File: config.mk
export PLATFORM = sky130hd
export DESIGN_NAME = dog_physics_engine
export DESIGN_NICKNAME = d
export VERILOG_FILES = /design/src/rtl/dog_pkg.sv /design/src/rtl/dog_axis_update.sv /design/src/rtl/dog_physics_engine.sv
export SDC_FILE = /design/constraint.sdc
export NUM_CORES = 1
export LEC_CHECK = 0
export CORE_MARGIN = 4
export CORE_UTILIZATION = 25
export CTS_BUF_LIST = sky130_fd_sc_hd__clkbuf_8
export DETAILED_ROUTE_END_ITERATION = 7
export GPL_TIMING_DRIVEN = 0
export PLACE_DENSITY_LB_ADDON = 0.1
export REMOVE_ABC_BUFFERS = 1
export SETUP_SLACK_MARGIN = 0.5
export SYNTH_ARGS = -nofsm -noshare
export SYNTH_HDL_FRONTEND = slang
export SYNTH_HIERARCHICAL = 1
export SYNTH_SLANG_ARGS = --single-unit
File: constraint.sdc
create_clock -name clk -period 21.8 [get_ports clk]
set_input_delay 3.27 -clock clk [delete_from_list [all_inputs] [get_ports clk]]
set_output_delay 3.27 -clock clk [all_outputs]
set_load 0.03 [all_outputs]
File: src/rtl/dog_pkg.sv
// Shared state encoding, fixed-point widths and reset constants for the dog physics engine.
package dog_pkg;
  typedef enum logic [1:0] {
    IDLE    = 2'd0,
    UPDATE  = 2'd1,
    COLLIDE = 2'd2,
    DONE    = 2'd3
  } state_t;

  localparam int POS_FRAC = 8;
  localparam int VEL_W    = 12;

  localparam int RST_X0 = 64;
  localparam int RST_DX = 128;
  localparam int RST_Y  = 100;
  localparam int RST_VX = 256;
  localparam int RST_VY = 128;
endpackage

File: src/rtl/dog_axis_update.sv
// One axis of one dog, purely combinational: thrust, friction, speed clamp, integrate, wall bounce.
module dog_axis_update
  import dog_pkg::*;
#(
  parameter int P_W        = 18,
  parameter int LIMIT_PX   = 592,
  parameter int ACCEL      = 32,
  parameter int FRIC_SHIFT = 6,
  parameter int VMAX       = 1024
) (
  input  logic [P_W-1:0]   i_p,
  input  logic [VEL_W-1:0] i_v,
  input  logic             i_pos,
  input  logic             i_neg,
  output logic [P_W-1:0]   o_p,
  output logic [VEL_W-1:0] o_v
);
  localparam int VW = VEL_W + 2;
  localparam logic signed [VW-1:0] W_ACC  = VW'(ACCEL);
  localparam logic signed [VW-1:0] W_ZERO = '0;
  localparam logic signed [VW-1:0] W_VMAX = VW'(VMAX);
  localparam logic signed [P_W:0]  W_LIM  = (P_W+1)'(LIMIT_PX << POS_FRAC);

  logic signed [VW-1:0] w_v0, w_v1, w_v2, w_v3, w_vb;
  logic signed [P_W:0]  w_vext, w_pn;

  always_comb begin
    w_v0 = {{2{i_v[VEL_W-1]}}, i_v};
    w_v1 = w_v0 + (i_pos ? W_ACC : W_ZERO) - (i_neg ? W_ACC : W_ZERO);
    w_v2 = w_v1 - (w_v1 >>> FRIC_SHIFT);
    if (w_v2 > W_VMAX)       w_v3 = W_VMAX;
    else if (w_v2 < -W_VMAX) w_v3 = -W_VMAX;
    else                     w_v3 = w_v2;
    w_vb   = -(w_v3 >>> 1);
    // One guard bit above the position width makes a negative p' visible.
    w_vext = {{(P_W+1-VW){w_v3[VW-1]}}, w_v3};
    w_pn   = $signed({1'b0, i_p}) + w_vext;
    o_p = P_W'(w_pn);
    o_v = VEL_W'(w_v3);
    if (w_pn < 0) begin
      o_p = '0;
      o_v = VEL_W'(w_vb);
    end else if (w_pn > W_LIM) begin
      o_p = P_W'(W_LIM);
      o_v = VEL_W'(w_vb);
    end
  end
endmodule

File: src/rtl/dog_physics_engine.sv
// Per-frame sequencer: updates one dog per cycle, then optionally tests one pair per cycle for overlap.
// Define DOG_COLLIDE_EN to compile in the COLLIDE state, overlap flags and hit counters.
module dog_physics_engine
  import dog_pkg::*;
#(
  parameter int N_DOGS     = 4,
  parameter int SCREEN_W   = 640,
  parameter int SCREEN_H   = 480,
  parameter int BOX_W      = 48,
  parameter int BOX_H      = 32,
  parameter int ACCEL      = 32,
  parameter int FRIC_SHIFT = 6,
  parameter int VMAX       = 1024
) (
  input  logic                   clk,
  input  logic                   rst_n,
  input  logic                   frame_tick,
  input  logic [N_DOGS*4-1:0]    ctrl,
  output logic [N_DOGS*10-1:0]   pos_x,
  output logic [N_DOGS*9-1:0]    pos_y,
  output logic [N_DOGS*12-1:0]   vel_x,
  output logic [N_DOGS*12-1:0]   vel_y,
  output logic [N_DOGS*8-1:0]    hits,
  output logic                   busy,
  output logic                   frame_done,
  output logic                   overrun
);
  localparam int XW = 10 + POS_FRAC;
  localparam int YW = 9 + POS_FRAC;
  localparam logic [1:0] LAST = 2'(N_DOGS - 1);
`ifdef DOG_COLLIDE_EN
  localparam bit COLL_EN = (N_DOGS > 1);
`else
  localparam bit COLL_EN = 1'b0;
`endif

  state_t r_state, w_next;
  logic [1:0]       r_idx;
  logic             r_overrun;
  logic [XW-1:0]    r_px [N_DOGS];
  logic [YW-1:0]    r_py [N_DOGS];
  logic [VEL_W-1:0] r_vx [N_DOGS];
  logic [VEL_W-1:0] r_vy [N_DOGS];
  logic [3:0]       w_ctl [N_DOGS];
  logic [3:0]       w_cur;
  logic [XW-1:0]    w_px_n;
  logic [YW-1:0]    w_py_n;
  logic [VEL_W-1:0] w_vx_n, w_vy_n;
  logic             w_last_pair;

  always_comb begin
    w_next = r_state;
    case (r_state)
      IDLE:    if (frame_tick) w_next = UPDATE;
      UPDATE:  if (r_idx == LAST) w_next = COLL_EN ? COLLIDE : DONE;
      COLLIDE: if (w_last_pair) w_next = DONE;
      DONE:    w_next = IDLE;
      default: w_next = IDLE;
    endcase
  end

  always_ff @(posedge clk or negedge rst_n) begin
    if (!rst_n) begin
      r_state   <= IDLE;
      r_idx     <= '0;
      r_overrun <= 1'b0;
    end else begin
      r_state   <= w_next;
      r_idx     <= (r_state == UPDATE) ? r_idx + 2'd1 : 2'd0;
      r_overrun <= frame_tick && (r_state != IDLE);
    end
  end

  assign w_cur = w_ctl[r_idx];

  // ctrl nibble is {up,down,left,right}; screen y grows downward.
  dog_axis_update #(.P_W(XW), .LIMIT_PX(SCREEN_W - BOX_W), .ACCEL(ACCEL),
                    .FRIC_SHIFT(FRIC_SHIFT), .VMAX(VMAX)) u_axis_x (
    .i_p(r_px[r_idx]), .i_v(r_vx[r_idx]), .i_pos(w_cur[0]), .i_neg(w_cur[1]),
    .o_p(w_px_n), .o_v(w_vx_n)
  );

  dog_axis_update #(.P_W(YW), .LIMIT_PX(SCREEN_H - BOX_H), .ACCEL(ACCEL),
                    .FRIC_SHIFT(FRIC_SHIFT), .VMAX(VMAX)) u_axis_y (
    .i_p(r_py[r_idx]), .i_v(r_vy[r_idx]), .i_pos(w_cur[2]), .i_neg(w_cur[3]),
    .o_p(w_py_n), .o_v(w_vy_n)
  );

  always_ff @(posedge clk or negedge rst_n) begin
    if (!rst_n) begin
      for (int k = 0; k < N_DOGS; k++) begin
        r_px[k] <= XW'((RST_X0 + RST_DX * k) << POS_FRAC);
        r_py[k] <= YW'(RST_Y << POS_FRAC);
        r_vx[k] <= VEL_W'(RST_VX);
        r_vy[k] <= VEL_W'(RST_VY);
      end
    end else if (r_state == UPDATE) begin
      r_px[r_idx] <= w_px_n;
      r_py[r_idx] <= w_py_n;
      r_vx[r_idx] <= w_vx_n;
      r_vy[r_idx] <= w_vy_n;
    end
  end

`ifdef DOG_COLLIDE_EN
  localparam int NP = (N_DOGS > 1) ? N_DOGS * (N_DOGS - 1) / 2 : 1;

  logic [1:0]    r_ci, r_cj;
  logic [2:0]    r_pair;
  logic [NP-1:0] r_ovl;
  logic [7:0]    r_hits [N_DOGS];
  logic [9:0]    w_xi, w_xj, w_dx;
  logic [8:0]    w_yi, w_yj, w_dy;
  logic          w_ov;

  always_comb begin
    w_xi = r_px[r_ci][XW-1:POS_FRAC];
    w_xj = r_px[r_cj][XW-1:POS_FRAC];
    w_yi = r_py[r_ci][YW-1:POS_FRAC];
    w_yj = r_py[r_cj][YW-1:POS_FRAC];
    w_dx = (w_xi > w_xj) ? w_xi - w_xj : w_xj - w_xi;
    w_dy = (w_yi > w_yj) ? w_yi - w_yj : w_yj - w_yi;
    w_ov = (w_dx < 10'(BOX_W)) && (w_dy < 9'(BOX_H));
    w_last_pair = (r_pair == 3'(NP - 1));
  end

  // Hits count entries into overlap, not frames spent overlapping.
  always_ff @(posedge clk or negedge rst_n) begin
    if (!rst_n) begin
      r_ci   <= 2'd0;
      r_cj   <= 2'd1;
      r_pair <= '0;
      r_ovl  <= '0;
      for (int k = 0; k < N_DOGS; k++) r_hits[k] <= '0;
    end else if (r_state == COLLIDE) begin
      r_ovl[r_pair] <= w_ov;
      if (w_ov && !r_ovl[r_pair]) begin
        if (r_hits[r_ci] != 8'hFF) r_hits[r_ci] <= r_hits[r_ci] + 8'd1;
        if (r_hits[r_cj] != 8'hFF) r_hits[r_cj] <= r_hits[r_cj] + 8'd1;
      end
      if (w_last_pair) begin
        r_ci   <= 2'd0;
        r_cj   <= 2'd1;
        r_pair <= '0;
      end else begin
        r_pair <= r_pair + 3'd1;
        if (r_cj == LAST) begin
          r_ci <= r_ci + 2'd1;
          r_cj <= r_ci + 2'd2;
        end else begin
          r_cj <= r_cj + 2'd1;
        end
      end
    end
  end
`else
  assign w_last_pair = 1'b1;
  assign hits        = '0;
`endif

  for (genvar k = 0; k < N_DOGS; k++) begin : g_dog
    assign w_ctl[k]            = ctrl[4*k +: 4];
    assign pos_x[10*k +: 10]   = r_px[k][XW-1:POS_FRAC];
    assign pos_y[9*k +: 9]     = r_py[k][YW-1:POS_FRAC];
    assign vel_x[12*k +: 12]   = r_vx[k];
    assign vel_y[12*k +: 12]   = r_vy[k];
`ifdef DOG_COLLIDE_EN
    assign hits[8*k +: 8]      = r_hits[k];
`endif
  end

  assign busy       = (r_state != IDLE);
  assign frame_done = (r_state == DONE);
  assign overrun    = r_overrun;
endmodule

==> qor.yml <==
critical_path:
  critical_path.startpoint_type: "primary input"
  crit_slowest_cell: "sky130_fd_sc_hd__nand2b_1"
  critical-path-top-delay-family: "compound AO/OA/AOI/OAI gates"
  crit_path_max_fanout: 33
  cp-end-kind: "register"
  worstSetupPathType: "in -> reg"
  cpPeakStageDelay_ns: 0.96
  crit_arrival_ns: 14.66
  path_buf_inv: 4
  critPathRequiredTime_ns: 22.37
  critPathMostFrequentCell: "sky130_fd_sc_hd__o21ai_0"
cts:
  clk_transition_reported_paths_ns: 0.06
  ctsHtreeMaxLevel: 2
  root_buffer: "sky130_fd_sc_hd__clkbuf_8"
  cts-root-to-sink-buffers: 3
  ctsResizeCount: 0
  clock-sinks: 241
  cts_setup_buffers: 0
  tritoncts.num_buffers: 49
  cts_hold_fix_bufs: 0
  worstSkewPairLatency_ns: 0.65
  tritoncts: "yes"
global_routing:
  grt_first_pass_wirelength_mm: 79.1
  grt.overflow.total: 0
  grtUsageTotal: 0.137
  number_of_antenna_violations_at_the_first_check_in_global_routing: 1
  first_global_vias: 12800
  largest_net_degree_at_the_start_of_global_routing: 103
sta:
  setup_total_negative_slack_ns: 0
  hold_viol_final: 0
  rsz0062_at_grt: "no"
  slew-limit-headroom: 0.112
  period_needed_ns: 14.09
  timing.clock.skew_ns: 0.0414
  maxSlewViolCount: 0
  max_slew.worst_pin.slew_ns: 1.33
  maxClockFrequency_mhz: 71.0
  setup_viol_count_final: 0
  final.period_utilization: 0.646
synthesis:
  yosysUniqueCellTypes: 93
  synth-edff-count: 0
  syn_area_um2: 17200
  average_footprint_of_a_synthesized_cell_um2: 11.3
  synth_async_sr_flop_share: 1.00
  synth_flop_cell: "sky130_fd_sc_hd__dfrtp_1"
  ys_seq_elements: 241
  ys_seq_area_frac: 0.352
  synthCells: 1530
  synth-warning-count: 6
detailed_routing:
  route.detailed.vias_per_inst: 4.74
  drt_iter0_markers: 537
  drt-wirelength-per-cell_um: 19.8
  final_ant_viol_nets: 0
  drt_pre_antenna_iters: 5
  drc: 0
  totalWireLength_mm: 50.7
  routed-via-count: 12100
layout:
  layout.cells.most_common: "sky130_fd_sc_hd__dfrtp_1"
  area.growth.synth_to_final_pct: 19.4
  postLayoutCoreUtil: 0.303
  post_route_cells_drive_above_1_share: 0.272
  multi_input_comb_area_um2: 9830
  final_layout_fill_cell_count: 6931
  most_frequent_cells_in_the_layout: "sky130_fd_sc_hd__dfrtp_1 (211), sky130_fd_sc_hd__mux2_2 (209), sky130_fd_sc_hd__clkdlybuf4s50_1 (192)"
  nNetsFinal: 1756
  regArea_um2: 6070
place:
  numPortBuffers: 193
  place_congestion: 0.745
  detailedPlacementHpwl_mm: 36.3
floorplan:
  design.portCount: 226
  die_area_um2: 73100
  floorplan.die.width_um: 270
  core_area_um2: 67800
  start_util: 0.254
  std_cell_rows: 95
  dieHeight_um: 270
worst_hold_path:
  hold_path.class: "reg -> reg"
run:
  cap_viol_max_count: 0
status:
  outcome: "finished clean"
sequential cells by signal, summed over array words and instances, names as in the netlist:
register and cells:
pos_y 36, r_py 32, pos_x 40, vel_y 48
overrun 1, r_px 32, r_idx 2, r_state 2
vel_x 48
stage by stage:
| stage | std cells | setup WS (ns) | hold WS, ns | instance area, um2 |
|---|---|---|---|---|
| floorplan | 1390 | 9.66 | 0.474 | 16100 |
| global placement | 2456 | 4.97 | 0.482 | 19200 |
| detailed placement | 2465 | 7.01 | 0.490 | 19400 |
| CTS | 2555 | 7.69 | 0.503 | 20500 |
| global route | 2556 | 6.84 | 0.513 | 20500 |
| finish | 2556 | 7.71 | 0.501 | 20500 |
synth_stat cells (6+ instances only):
master                     instances  area [um2]
sky130_fd_sc_hd__a211oi_1         11        82.6
sky130_fd_sc_hd__nand2_1          41         154
sky130_fd_sc_hd__clkbuf_1         13        48.8
sky130_fd_sc_hd__buf_6            14         158
sky130_fd_sc_hd__or3_1            12        75.1
sky130_fd_sc_hd__nor3_1           21         105
sky130_fd_sc_hd__mux2_2          209        2350
sky130_fd_sc_hd__dfrtp_1         213        5330
sky130_fd_sc_hd__nand2b_1         19         119
sky130_fd_sc_hd__o21bai_1         10        75.1
sky130_fd_sc_hd__o211ai_1          7        52.6
sky130_fd_sc_hd__nor4_1            8        50.1
sky130_fd_sc_hd__nor2_1           99         372
sky130_fd_sc_hd__ha_1             88        1100
sky130_fd_sc_hd__nand3_1          19        95.1
sky130_fd_sc_hd__and2_1            9        56.3
sky130_fd_sc_hd__o21ai_0          44         220
sky130_fd_sc_hd__fa_1              6         120
sky130_fd_sc_hd__o21a_1           18         135
sky130_fd_sc_hd__and3_1            6        37.5
sky130_fd_sc_hd__mux2i_1           7        70.1
sky130_fd_sc_hd__a31oi_1           9        56.3
sky130_fd_sc_hd__a21oi_1          59         295
sky130_fd_sc_hd__xnor2_1          31         272
sky130_fd_sc_hd__a211o_1           9        78.8
sky130_fd_sc_hd__buf_2            30         150
sky130_fd_sc_hd__xor2_1           37         324
sky130_fd_sc_hd__and3b_1           8        70.1
sky130_fd_sc_hd__a21o_1           27         203
sky130_fd_sc_hd__mux2_4           30         450
sky130_fd_sc_hd__mux4_2           63        1420
sky130_fd_sc_hd__inv_1            68         255
sky130_fd_sc_hd__nand4_1           7        43.8
sky130_fd_sc_hd__buf_4           111         833
sky130_fd_sc_hd__dfstp_2          28         736
sky130_fd_sc_hd__nor2b_1          19         119
metal layers:
| layer | vias to the layer above | part of all wire | global-route usage |
|---|---|---|---|
| met5 | - | 0 | 0 |
| met4 | 0 | 0.015 | 0.0274 |
| met3 | 47 | 0.045 | 0.0286 |
| met2 | 234 | 0.44 | 0.216 |
| met1 | 6112 | 0.50 | 0.194 |
| li1 | 5715 | - | - |
final cells by class:
type | instances | area share
Sequential cell | 241 | 0.296
Clock inverter | 28 | 0.0126
Multi-Input combinational cell | 1078 | 0.478
Tap cell | 873 | 0.0532
Antenna cell | 1 | 0.000122
Inverter | 71 | 0.0130
Clock buffer | 62 | 0.0415
Timing Repair Buffer | 202 | 0.106
cell families (layout without fill, tap and decap cells):
family,after synthesis,after routing,share of synthesized area
muxes,309,309,0.249
AOI/OAI and AO/OA,273,273,0.114
buffers and inverters,242,363,0.0854
xor gates and xnor gates,70,70,0.0372
and+or+nand+nor,299,299,0.0899
DFF,241,241,0.352
other,1,33,0.000218
adders and majority gates,95,95,0.0716
path summary, 6_finish.rpt:
| path | start | endpoint | slack (ns) | depth (start not counted) |
|---|---|---|---|---|
| setup / recovery | ctrl[15] | vel_y[41] | 7.71 | 40 |
| hold / removal | r_py[6] | r_py[6] | 0.50 | 1 |
| setup reg to reg | r_idx[0] | vel_y[41] | 9.53 | 41 |
| hold reg to reg | r_py[6] | r_py[6] | 0.50 | 1 |
| max in group asynchronous | rst_n | r_py[1] | 18.24 | 2 |
| min in group asynchronous | rst_n | vel_x[21] | 2.55 | 1 |
Power is not shown: default switching activity piles up to over one toggle a cycle in this logic, so the estimate is an artifact.
